==> config.mk <==
export PLATFORM = sky130hd
export DESIGN_NAME = pilot_panel_avalon
export DESIGN_NICKNAME = d
export VERILOG_FILES = /design/src/rtl/pilot_panel_pkg.sv /design/src/rtl/pilot_btn_channel.sv /design/src/rtl/pilot_panel_avalon.sv
export SDC_FILE = /design/constraint.sdc
export NUM_CORES = 1
export LEC_CHECK = 0
export CORE_MARGIN = 4
export CORE_UTILIZATION = 50
export CTS_CLUSTER_DIAMETER = 200
export DETAILED_ROUTE_END_ITERATION = 8
export HOLD_SLACK_MARGIN = 0.15
export PLACE_DENSITY = 0.81
export SYNTH_ARGS = -nofsm -noshare
export SYNTH_HDL_FRONTEND = slang
export SYNTH_HIERARCHICAL = 1
export SYNTH_SLANG_ARGS = --single-unit
==> constraint.sdc <==
create_clock -name clk_clk -period 3.23 [get_ports clk_clk]
set_clock_uncertainty 0.2 [all_clocks]
set_input_delay 0.323 -clock clk_clk [delete_from_list [all_inputs] [get_ports clk_clk]]
set_output_delay 0.323 -clock clk_clk [all_outputs]
set_load 0.02 [all_outputs]
==> src/rtl/pilot_panel_pkg.sv <==
// Shared definitions for the pilot panel Avalon slave.
// Holds the register word addresses, the bit offset of the long-press flags,
// the LED mode encodings and the per-channel press FSM state encoding.
package pilot_panel_pkg;

    localparam logic [1:0] ADDR_STATUS   = 2'd0;
    localparam logic [1:0] ADDR_EVENTS   = 2'd1;
    localparam logic [1:0] ADDR_LED_MODE = 2'd2;
    localparam logic [1:0] ADDR_IRQ_EN   = 2'd3;

    // Long-press flags sit in the upper half-word of EVENTS and IRQ_EN.
    localparam int unsigned LONG_OFS = 16;

    typedef enum logic [1:0] {
        LedOff    = 2'b00,
        LedOn     = 2'b01,
        LedBlink  = 2'b10,
        LedFollow = 2'b11
    } led_mode_e;

    typedef enum logic [1:0] {
        StIdle    = 2'b00,
        StPressed = 2'b01,
        StHeld    = 2'b10
    } press_state_e;

endpackage

==> src/rtl/pilot_btn_channel.sv <==
// One button channel: 2-FF synchroniser, debounce filter and short/long press FSM.
// Ports:
//   clk_i       system clock
//   rst_i       synchronous active-high reset
//   bp_i        raw asynchronous button pin
//   stable_o    debounced level, 1 = pressed
//   short_ev_o  one-cycle pulse when a press ends before the long threshold
//   long_ev_o   one-cycle pulse when a press reaches the long threshold
module pilot_btn_channel
    import pilot_panel_pkg::*;
#(
    parameter int unsigned DEBOUNCE_CYCLES   = 50000,
    parameter int unsigned LONG_PRESS_CYCLES = 50000000,
    parameter bit          BTN_ACTIVE_LOW    = 1'b1
) (
    input  logic clk_i,
    input  logic rst_i,
    input  logic bp_i,
    output logic stable_o,
    output logic short_ev_o,
    output logic long_ev_o
);

    localparam int unsigned DbW   = (DEBOUNCE_CYCLES > 1) ? $clog2(DEBOUNCE_CYCLES) : 1;
    localparam int unsigned HoldW = (LONG_PRESS_CYCLES > 1) ? $clog2(LONG_PRESS_CYCLES) : 1;
    localparam logic [DbW-1:0]   DbMax       = DbW'(DEBOUNCE_CYCLES - 1);
    localparam logic [HoldW-1:0] HoldMax     = HoldW'(LONG_PRESS_CYCLES - 1);
    localparam logic             PinReleased = BTN_ACTIVE_LOW;

    logic [1:0]       sync_q;
    logic             synced;
    logic             stable_q, stable_d;
    logic [DbW-1:0]   db_cnt_q, db_cnt_d;
    press_state_e     state_q, state_d;
    logic [HoldW-1:0] hold_q, hold_d;

    // Normalise so that 1 always means pressed.
    assign synced   = sync_q[1] ^ PinReleased;
    assign stable_o = stable_q;

    always_ff @(posedge clk_i) begin
        if (rst_i) begin
            // Synchroniser resets to the released pin level so a button held
            // through reset is debounced from scratch as a new press.
            sync_q   <= {2{PinReleased}};
            stable_q <= 1'b0;
            db_cnt_q <= '0;
            state_q  <= StIdle;
            hold_q   <= '0;
        end else begin
            sync_q   <= {sync_q[0], bp_i};
            stable_q <= stable_d;
            db_cnt_q <= db_cnt_d;
            state_q  <= state_d;
            hold_q   <= hold_d;
        end
    end

    // Counter only runs while the synced level disagrees with the stable one.
    always_comb begin
        stable_d = stable_q;
        db_cnt_d = '0;
        if (synced != stable_q) begin
            if (db_cnt_q == DbMax) begin
                stable_d = synced;
            end else begin
                db_cnt_d = db_cnt_q + 1'b1;
            end
        end
    end

    always_comb begin
        state_d    = state_q;
        hold_d     = hold_q;
        short_ev_o = 1'b0;
        long_ev_o  = 1'b0;
        unique case (state_q)
            StIdle: begin
                if (stable_q) begin
                    state_d = StPressed;
                    hold_d  = '0;
                end
            end
            StPressed: begin
                if (!stable_q) begin
                    short_ev_o = 1'b1;
                    state_d    = StIdle;
                end else if (hold_q == HoldMax) begin
                    // Counting stops here, so the hold counter never wraps.
                    long_ev_o = 1'b1;
                    state_d   = StHeld;
                end else begin
                    hold_d = hold_q + 1'b1;
                end
            end
            StHeld: begin
                if (!stable_q) begin
                    state_d = StIdle;
                end
            end
            default: state_d = StIdle;
        endcase
    end

endmodule

==> src/rtl/pilot_panel_avalon.sv <==
// Autopilot button/LED panel as an Avalon-MM slave.
// Ports:
//   clk_clk, reset_reset          clock and synchronous active-high reset
//   avs_address .. avs_read_n     Avalon-MM slave request (2-bit word address)
//   avs_readdata                  read data, valid one cycle after the read
//   avs_writeresponsevalid_n      low for one cycle after each accepted write
//   irq                           level interrupt, |(EVENTS & IRQ_EN), registered
//   bp_i                          raw buttons (conduit)
//   led_o                         LED drives, active-high (conduit)
// Registers: 0 STATUS (RO), 1 EVENTS (W1C), 2 LED_MODE (RW), 3 IRQ_EN (RW).
module pilot_panel_avalon
    import pilot_panel_pkg::*;
#(
    parameter int unsigned N_CH              = 3,
    parameter int unsigned DEBOUNCE_CYCLES   = 50000,
    parameter int unsigned LONG_PRESS_CYCLES = 50000000,
    parameter int unsigned BLINK_HALF_PERIOD = 12500000,
    parameter bit          BTN_ACTIVE_LOW    = 1'b1
) (
    input  logic            clk_clk,
    input  logic            reset_reset,
    input  logic [1:0]      avs_address,
    input  logic            avs_chipselect,
    input  logic            avs_write_n,
    input  logic [31:0]     avs_writedata,
    input  logic            avs_read_n,
    output logic [31:0]     avs_readdata,
    output logic            avs_writeresponsevalid_n,
    output logic            irq,
    input  logic [N_CH-1:0] bp_i,
    output logic [N_CH-1:0] led_o
);

    localparam int unsigned BlinkW = (BLINK_HALF_PERIOD > 1) ? $clog2(BLINK_HALF_PERIOD) : 1;
    localparam logic [BlinkW-1:0] BlinkMax = BlinkW'(BLINK_HALF_PERIOD - 1);

    logic [N_CH-1:0]   stable, short_ev, long_ev;
    logic [N_CH-1:0]   short_q, short_d, long_q, long_d;
    logic [N_CH-1:0]   irq_en_short_q, irq_en_long_q;
    logic [2*N_CH-1:0] led_mode_q;
    logic [N_CH-1:0]   led_q, led_d;
    logic [31:0]       rd_word, readdata_q;
    logic              wr_ack_n_q, irq_q;
    logic [BlinkW-1:0] blink_cnt_q, blink_cnt_d;
    logic              blink_phase_q, blink_phase_d;
    logic              wr_en, rd_en;
    logic              unused_wdata;

    assign wr_en        = avs_chipselect & ~avs_write_n;
    assign rd_en        = avs_chipselect & ~avs_read_n;
    assign unused_wdata = ^avs_writedata;

    assign avs_readdata             = readdata_q;
    assign avs_writeresponsevalid_n = wr_ack_n_q;
    assign irq                      = irq_q;
    assign led_o                    = led_q;

    for (genvar i = 0; i < N_CH; i++) begin : gen_ch
        pilot_btn_channel #(
            .DEBOUNCE_CYCLES  (DEBOUNCE_CYCLES),
            .LONG_PRESS_CYCLES(LONG_PRESS_CYCLES),
            .BTN_ACTIVE_LOW   (BTN_ACTIVE_LOW)
        ) u_ch (
            .clk_i     (clk_clk),
            .rst_i     (reset_reset),
            .bp_i      (bp_i[i]),
            .stable_o  (stable[i]),
            .short_ev_o(short_ev[i]),
            .long_ev_o (long_ev[i])
        );
    end

    // W1C first, then OR in new events so a same-cycle set wins over the clear.
    always_comb begin
        short_d = short_q;
        long_d  = long_q;
        if (wr_en && avs_address == ADDR_EVENTS) begin
            short_d = short_d & ~avs_writedata[N_CH-1:0];
            long_d  = long_d & ~avs_writedata[LONG_OFS +: N_CH];
        end
        short_d = short_d | short_ev;
        long_d  = long_d | long_ev;
    end

    always_comb begin
        blink_cnt_d   = blink_cnt_q + 1'b1;
        blink_phase_d = blink_phase_q;
        if (blink_cnt_q == BlinkMax) begin
            blink_cnt_d   = '0;
            blink_phase_d = ~blink_phase_q;
        end
    end

    always_comb begin
        led_d = '0;
        for (int i = 0; i < N_CH; i++) begin
            unique case (led_mode_e'(led_mode_q[2*i +: 2]))
                LedOff:    led_d[i] = 1'b0;
                LedOn:     led_d[i] = 1'b1;
                LedBlink:  led_d[i] = blink_phase_q;
                LedFollow: led_d[i] = stable[i];
                default:   led_d[i] = 1'b0;
            endcase
        end
    end

    always_comb begin
        rd_word = '0;
        unique case (avs_address)
            ADDR_STATUS: rd_word[N_CH-1:0] = stable;
            ADDR_EVENTS: begin
                rd_word[N_CH-1:0]         = short_q;
                rd_word[LONG_OFS +: N_CH] = long_q;
            end
            ADDR_LED_MODE: rd_word[2*N_CH-1:0] = led_mode_q;
            ADDR_IRQ_EN: begin
                rd_word[N_CH-1:0]         = irq_en_short_q;
                rd_word[LONG_OFS +: N_CH] = irq_en_long_q;
            end
            default: rd_word = '0;
        endcase
    end

    always_ff @(posedge clk_clk) begin
        if (reset_reset) begin
            short_q        <= '0;
            long_q         <= '0;
            irq_en_short_q <= '0;
            irq_en_long_q  <= '0;
            led_mode_q     <= '0;
            led_q          <= '0;
            readdata_q     <= '0;
            wr_ack_n_q     <= 1'b1;
            irq_q          <= 1'b0;
            blink_cnt_q    <= '0;
            blink_phase_q  <= 1'b0;
        end else begin
            short_q <= short_d;
            long_q  <= long_d;
            if (wr_en && avs_address == ADDR_LED_MODE) begin
                led_mode_q <= avs_writedata[2*N_CH-1:0];
            end
            if (wr_en && avs_address == ADDR_IRQ_EN) begin
                irq_en_short_q <= avs_writedata[N_CH-1:0];
                irq_en_long_q  <= avs_writedata[LONG_OFS +: N_CH];
            end
            // rd_word comes from current state, so a colliding write is not visible.
            if (rd_en) begin
                readdata_q <= rd_word;
            end
            wr_ack_n_q    <= ~wr_en;
            irq_q         <= (|(short_q & irq_en_short_q)) | (|(long_q & irq_en_long_q));
            blink_cnt_q   <= blink_cnt_d;
            blink_phase_q <= blink_phase_d;
            led_q         <= led_d;
        end
    end

endmodule
Word level (Yosys, flattened, before mapping)

Cells that the tools add are included.

Logic and storage cells: 175
Bits of input ports: 42
Register bits after elaboration: 198
Output and inout port bits: 37

Equal/unequal tests: 43
Add/subtract/negate cells: 7
Bitwise logic cells: 21
Reductions and logical operators: 28
Mux-type cells: 50

Operator list:

| operator                | number |
|---|---|
| $mux W26                | 9 |
| $pmux W26 S2            | 3 |
| $add A26 B1 Y26 const B | 3 |
| $eq A26 B26 Y1 const B  | 3 |
| $add A16 B1 Y16 const B | 3 |
| $eq A16 B16 Y1 const B  | 3 |
| $add A24 B1 Y24 const B | 1 |
| $eq A24 B24 Y1 const B  | 1 |
| $mux W2                 | 12 |
| $eq A2 B2 Y1 const B    | 11 |
| $pmux W2 S3             | 3 |
| $mux W1                 | 15 |
| $reduce_or A3 Y1        | 5 |
| $eq A2 B1 Y1 const B    | 7 |
| $logic_not A2 Y1        | 7 |
| $and A3 B3 Y3           | 4 |
| $ne A2 B1 Y1 const B    | 6 |
| $ne A2 B2 Y1 const B    | 6 |
| $pmux W1 S4             | 3 |
| $pmux W3 S4             | 1 |
| $reduce_and A4 Y1       | 3 |
| $not A1 Y1              | 10 |
| $mux W3                 | 3 |
| $ne A3 B3 Y1 const B    | 3 |
| 11 further kinds        | 24 |

Depth between registers and ports, before layout

Gate-level depths: netlist of run 1.

Depth in word-level cells: 5
Mapped depth: 8
Gate-level depth less buffers: 7

Modules after synthesis

Netlist of run 1, hierarchy kept.

By module, submodules not included:

| module                                  | area an instance (µm²) | cells each | instances | seq. area each (µm²) |
|---|---|---|---|---|
| pilot_btn_channel at gen_ch[0].u_ch ... | 2379.8                 | 288        | 2         | 940.9 |
| pilot_panel_avalon                      | 2587.5                 | 294        | 1         | 1141.1 |
| pilot_btn_channel at gen_ch[1].u_ch     | 2402.3                 | 287        | 1         | 940.9 |

Worst setup path after synthesis of run 1

OpenSTA, ideal clock, no wires.

Kind: register to register
From: reg gen_ch[1].u_ch.hold_q[0]
To: reg gen_ch[1].u_ch.state_q[1]
Data arrival time: 1864 ps
Clock period less this slack: 2137 ps
Path buffers: 0
Path slack: 1093 ps
Cell stages (with the launch flop): 7
Setup time: 73 ps
Cells stage by stage: dfxtp_1 -> ha_1 -> nand3_1 -> or2_1 -> or4_1 -> mux2_2 -> nor3b_2

Cells in the longest elaborated chain, start to end: 3

Ends and longest elaborated chain:

| item                               | line                    | source |
|---|---|---|
| start: declaration                 | pilot_btn_channel.sv:35 | `logic [HoldW-1:0] hold_q, hold_d;` |
| start signal: assignment           | pilot_btn_channel.sv:55 | `hold_q <= hold_d;` |
| $eq A26 B26 Y1                     | pilot_btn_channel.sv:88 | `end else if (hold_q == HoldMax) begin` |
| $ne A3 B3 Y1 (no source line)      | --                      |  |
| $reduce_and A3 Y1 (no source line) | --                      |  |
| end signal: assignment             | pilot_btn_channel.sv:48 | `state_q <= StIdle;` |
| end signal: assignment             | pilot_btn_channel.sv:54 | `state_q <= state_d;` |
| end: declaration                   | pilot_btn_channel.sv:34 | `press_state_e state_q, state_d;` |

No other way between the ends.
A chain may end at the register's enable or synchronous reset.

Worst setup path after layout of run 1

From: reg gen_ch[1].u_ch.hold_q[0]
To: reg gen_ch[1].u_ch.hold_q[6]

Cells in the longest elaborated chain, start to end: 4
Elaborated cells on any way between the ends: 7
Classes of those cells: 1 x add/sub; 2 x eq/ne; 3 x mux; 1 x reduce/logical

Ends and longest elaborated chain:

| item            | line                    | source |
|---|---|---|
| $add A26 B1 Y26 | pilot_btn_channel.sv:93 | `hold_d = hold_q + 1'b1;` |
| $mux W26        | pilot_btn_channel.sv:88 |  |
| $mux W26        | pilot_btn_channel.sv:85 | `if (!stable_q) begin` |
| $pmux W26 S2    | pilot_btn_channel.sv:77 | `unique case (state_q)` |

Several ways; a longest one is shown, not always the timed one. The select of a mux whose other input is x is not followed.

==> results.toml, run 1 <==
[cells_and_area]
final_common_cell = "dfxtp_1"
num_antenna_cells = 0
drive_above_1_share_pct = 6.250
layout_common_cells = "dfxtp_1, nor2_1, a21oi_1, nand3_1, nand2_1"
utilization_pct = 55.87
n_fill_cell = 1691
nets = 1204
stdcell_count = 1428
syn_to_final_growth_pct = 8.625

[synthesis]
synth_xor_area_share_pct = 5.210
synth_seq_cells = 198
synthesis.instances = 1157
yosysWarnings = 6
yosysUniqueCellTypes = 58
synth.largest_area_cell = "dfxtp_1"
yosys.area_share.adder_pct = 0.8984
avgSynthCellArea_um2 = 8.426
async_flop_share_pct = 0
synth-simple-area-share_pct = 31.33
synth_compound_area_share_pct = 13.66
ys_seq_area_share_pct = 40.66
synth_mux_area_share_pct = 2.284
synth-edff-count = 0
syn_area_mm2 = 0.009749
synthFlopType = "dfxtp_1"
synth_top_family_by_area = "simple AND/OR/NAND/NOR gates"
synth_area_leaders = "dfxtp_1, nor2_1, a21oi_1"
synth_top_area_share_pct = 40.66

[placed_design]
place_inst = 1396
pre_cts_slack_ns = 0.6796
hpwlAfterDp_um = 14160
gp_congestion = 0.8365
portBuffers = 32

[drt]
wirelength_um = 21010
drt-pass1-iter-count = 6
vias = 8331
viasPerCell = 5.834
drtIter0Drc = 766
wl_per_cell_um = 14.71
post-route-drc-count = 0
postRouteAntennaNets = 0

[timing]
setup_violations = 0
fin_crit_ns = 2.593
fin_tns_setup_ns = 0
report.final.slew_viol_count = 0
rsz0062_at_grt = "false"
final_hold_viol_count = 0
max_slew_margin_pct = 31.00
tightest_slew_ns = 1.035
period_share_pct = 80.28
fin_ws_ns = 0.6368
fmax_mhz = 385.6

[floorplan]
coreArea_mm2 = 0.01896
die_area_mm2 = 0.02180
fp-row-count = 50
die_width_um = 147.6
start_util_pct = 51.43
die_height_um = 147.6
ioPinCount = 79

[global_route]
grt_pass1_vias = 7561
grt_pass1_wl_um = 35160
grt.total_usage_pct = 19.00
grt_max_degree = 67
grt_overflow = 0
antenna_found_initial = 0

[power]
leakagePower_uw = 0.003398
power-per-cell-area_mw_per_mm2 = 431.5
vdd_drop_max_mv = 0.3647

[clock_network]
cts_hold_buf = 0
cts_tree = "yes"
cts.sinks = 198
cts_buffers = 17
h-tree-depth = 4
clock_path_buffers = 2
cts_resized = 0
root_buffer = "clkbuf_16"
postCtsSetupBuffers = 0
clk_latency_ns = 0.43
clk_pin_slew_worst_paths_ns = 0.07

[setup_path]
worstPathRequired_ns = 3.35
cp.arrival_ns = 2.71
path_max_fanout = 9
startpoint_type = "flop"
end_kind = "flop"
worstSetupPathType = "flop to flop"

[outcome]
status = "complete, no violations"

[worst_hold_path]
min_path_type = "flop to flop"

[job]
cap_violations = 0
-- area by class of cell --
type                       count  area, um^2  area share (%)
clock inverter                10       73.82          0.6971
multi-input combinational    876        5296           50.01
tap                          260       325.3           3.072
inverter                      23       86.33          0.8152
sequential                   198        3964           37.43
clock buffer                  22       474.2           4.478
timing repair buffer          39       370.4           3.497
-- metrics by stage --
step	power [uW]	cell area [um^2]	hold WS, ns
after floorplan	2626	9832	0.1895
after global placement	2651	10040	0.1966
after detailed placement	2653	10040	0.2015
after CTS	4627	10590	0.2080
after global routing	4742	10590	0.2328
final	4570	10590	0.2210
-- power by group --
part	leakage [uW]	switching, uW	internal [uW]
logic	0.00155	90.6	45.3
clock network	0.000255	923	1050
registers	0.00160	9.68	2450
-- per-layer routing --
layer	wire [um]	share of wire (%)	up-vias	global-route usage, %
li1	-	-	4180	-
met2	9806	47	163	30.47
met4	182	0.87	0	5.079
met3	1022	4.9	17	4.506
met5	0	0	-	0
met1	9999	48	3971	25.82
-- worst paths after layout --
path | to | startpoint | depth (start not counted) | slack, ns
hold / removal | gen_ch[0].u_ch/sync_q[1] | gen_ch[0].u_ch/sync_q[0] | 1 | 0.22
setup reg to reg | gen_ch[1].u_ch/hold_q[6] | gen_ch[1].u_ch/hold_q[0] | 6 | 0.64
hold reg to reg | gen_ch[0].u_ch/sync_q[1] | gen_ch[0].u_ch/sync_q[0] | 1 | 0.22
setup / recovery | gen_ch[1].u_ch/hold_q[6] | gen_ch[1].u_ch/hold_q[0] | 6 | 0.64
-- synthesized netlist by cell type, drive strengths merged (11+ instances only) --
| cell | instances |
|---|---|
| xor2 | 29 |
| nor4 | 17 |
| o21ai | 67 |
| a31oi | 19 |
| dfxtp | 198 |
| nor2 | 154 |
| buf | 51 |
| and4 | 12 |
| a41oi | 12 |
| a21oi | 97 |
| nor3 | 23 |
| mux2i | 11 |
| nand3 | 65 |
| clkbuf | 31 |
| inv | 23 |
| nand4b | 11 |
| xnor2 | 29 |
| and3 | 20 |
| nand4 | 50 |
| or3 | 27 |
| or4 | 43 |
| nand2 | 63 |
-- cell families (layout without fill, tap and decap cells) --
group	Yosys count	after routing
adders and majority gates	7	7
DFF	198	198
muxes	18	18
xor gates and xnor gates	58	58
AOI/OAI and AO/OA	226	226
buffers and inverters	105	94
other	1	23
and+or+nand+nor	544	544
-- worst max-delay path, cell delays in order, from the launching register on --
cell     delay (ns)
dfxtp_1        0.40
ha_1           0.24
nand3_1        0.17
nor2_1         0.48
a41oi_1        0.53
a41oi_1        0.39
nor3_1         0.07
-- state kept, by name, indices dropped and copies added, names as in the netlist, 6 cells and up --
name                  flops
gen_ch.u_ch/sync_q        6
gen_ch.u_ch/hold_q       78
blink_cnt_q              24
gen_ch.u_ch/state_q       6
gen_ch.u_ch/db_cnt_q     48
avs_readdata              9
led_mode_q                6
No activity file was read; power rests on OpenSTA's default activity.
==> inputs of run 2 (changes only) <==
clock period = 2.5 ns   (was 3.23 ns; I/O delays follow)
==> run 2 against run 1 <==
- sequential share of layout area down 0.93 points
- hold slack worse by 0.039 ns
- count of clock-buffer cells in the layout down 3
- largest cell class unchanged
- utilization grew 1.4 points
- sequential cell count is the same
- non-clock buffer count increased by 30
- clock power grew 40%
==> results.toml, run 2 (synthesized netlist as in run 1, its figures left out) <==
[outcome]
status = "complete, no violations"

[cells_and_area]
multi_input_area_mm2 = 0.005299
num_antenna_cells = 0
nets = 1234
n_fill_cell = 1664
largest_register = "gen_ch.u_ch/hold_q"
fin_area_mm2 = 0.01086
drive_above_1_share_pct = 8.605
seq_area_mm2 = 0.003964
stdcell_count = 1457
layout_common_cells = "dfxtp_1, nor2_1, a21oi_1, nand3_1, nand2_1"
top_regs = "gen_ch.u_ch/hold_q: 78 flops, gen_ch.u_ch/db_cnt_q: 48 flops, blink_cnt_q: 24 flops"
syn_to_final_growth_pct = 11.40
final_common_cell = "dfxtp_1"
largest_reg_flops = 78

[timing]
final_hold_viol_count = 0
fin_tns_setup_ns = 0
max_slew_margin_pct = 45.57
report.final.slew_viol_count = 0
setup_violations = 0
fin_crit_ns = 2.395
rsz0062_at_grt = "false"
tightest_slew_ns = 0.8164
fmax_mhz = 417.6
period_share_pct = 95.79

[global_route]
grtUsageMet3_pct = 5.089
antenna_found_initial = 1
busiest_layer = "met2"
grt_pass1_vias = 7545
grt.total_usage_pct = 19.35
grt_max_degree = 44
grt_overflow = 0
use_met1_pct = 25.78
grt_pass1_wl_um = 35630
grt_util_met2_pct = 31.15

[setup_path]
end_kind = "flop"
r2r_setup_slack_ns = 0.11
path_cells = "ha_2 -> nand3_1 -> or2_1 -> or4_1 -> mux2_2 -> nor3b_2"
worstPathRequired_ns = 2.67
cp.arrival_ns = 2.56
worstSetupPathType = "flop to flop"
reg2reg_from = "gen_ch[1].u_ch/hold_q[0]"
path_max_fanout = 5
startpoint_type = "flop"
cp-startpoint = "gen_ch[1].u_ch/hold_q[0]"
cpPeakStageDelay_ns = 0.57
critical_path.slowest_cell = "or4_1"
r2r-end = "gen_ch[1].u_ch/state_q[1]"
ff2ff_path_depth = 6

[worst_hold_path]
hold_depth = 2
hold_path.startpoint = "bp_i[2]"
min_path_type = "input port to flop"
min_to = "gen_ch[2].u_ch/sync_q[0]"

[drt]
vias = 8469
postRouteAntennaNets = 0
viasPerCell = 5.813
drt-pass1-iter-count = 5
drtIter0Drc = 528
wl_per_cell_um = 14.76
wirelength_um = 21510
post-route-drc-count = 0

[floorplan]
die_width_um = 147.6
start_util_pct = 51.43
fp-row-count = 50
die_height_um = 147.6
ioPinCount = 79
coreArea_mm2 = 0.01896
die_area_mm2 = 0.02180

[placed_design]
gp_congestion = 0.8292
place_inst = 1425
portBuffers = 32
place_area_mm2 = 0.01026
hpwlAfterDp_um = 14550

[clock_network]
root_buffer = "clkbuf_16"
postCtsSetupBuffers = 0
cts_buffers = 17
clk_latency_ns = 0.44
cts_tree = "yes"
h-tree-depth = 4
cts.sinks = 198
clk_pin_slew_worst_paths_ns = 0.07
clock_path_buffers = 2

[job]
cap_violations = 0

[power]
power-per-cell-area_mw_per_mm2 = 563.3
p_total_uw = 6118
leakagePower_uw = 0.003565
vdd_drop_max_mv = 0.4452
-- run 2: cell count changes in the layout (fill, tap and decap cells not counted) --
cell / delta
buf_4: +29
bufinv_16: +2
clkbuf_1: -1
clkbuf_8: -2
clkinv_2: -2
clkinvlp_4: -1
dlygate4sd3_1: +1
ha_1: -1
ha_2: +1
inv_6: +2
inv_8: +1
-- run 2: worst max-delay path by stage --
stage,end,slack (ns),cells past startpoint
floorplan,gen_ch[1].u_ch/state_q[1],0.36,6
global placement,gen_ch[1].u_ch/state_q[1],0.24,6
detailed placement,gen_ch[1].u_ch/state_q[1],0.18,6
CTS,gen_ch[1].u_ch/state_q[1],0.14,6
global route,gen_ch[1].u_ch/state_q[1],0.01,6
finish,gen_ch[1].u_ch/state_q[1],0.11,6
-- run 2: metrics by stage --
step	hold slack, ns	worst slack, ns	util, %
finish	0.1818	0.1053	57.29
global route	0.1811	0.009929	57.29
CTS	0.1626	0.1356	57.28
detailed placement	0.1994	0.1762	54.13
global placement	0.1961	0.2382	54.13
floorplan	0.1538	0.3632	-
-- run 2: cell type report --
cell class	instances	share of cell area [%]
Multi-Input combinational cell	876	48.79
Sequential cell	198	36.50
Timing Repair Buffer	69	5.507
Clock buffer	19	4.078
Tap cell	260	2.995
Clock inverter	12	1.336
Inverter	23	0.7949
-- run 2: what timing repair did --
item | CTS | global route
hold buffers | 1 | 0
hold endpoints to repair | 19 | 0
setup endpoints to repair | 0 | 1
gates resized for setup | 0 | 1
-- run 2: where the power goes --
part,internal (uW),switching [uW]
clock network,1510,1240
registers,3170,13.1
logic,63.5,119
total,4750,1370
-- run 2: routing by layer --
metal / up-vias / wire [um]
li1: 4234 / -
met1: 4008 / 9794
met2: 203 / 10120
met3: 22 / 1359
met4: 2 / 227
met5: - / 7
-- run 2: worst max-delay path, delay by kind of cell (launching register included) --
family | cells | cell delay, ns
mux | 1 | 0.30
fa+ha+maj | 1 | 0.24
simple gates | 4 | 1.17
flops | 1 | 0.42
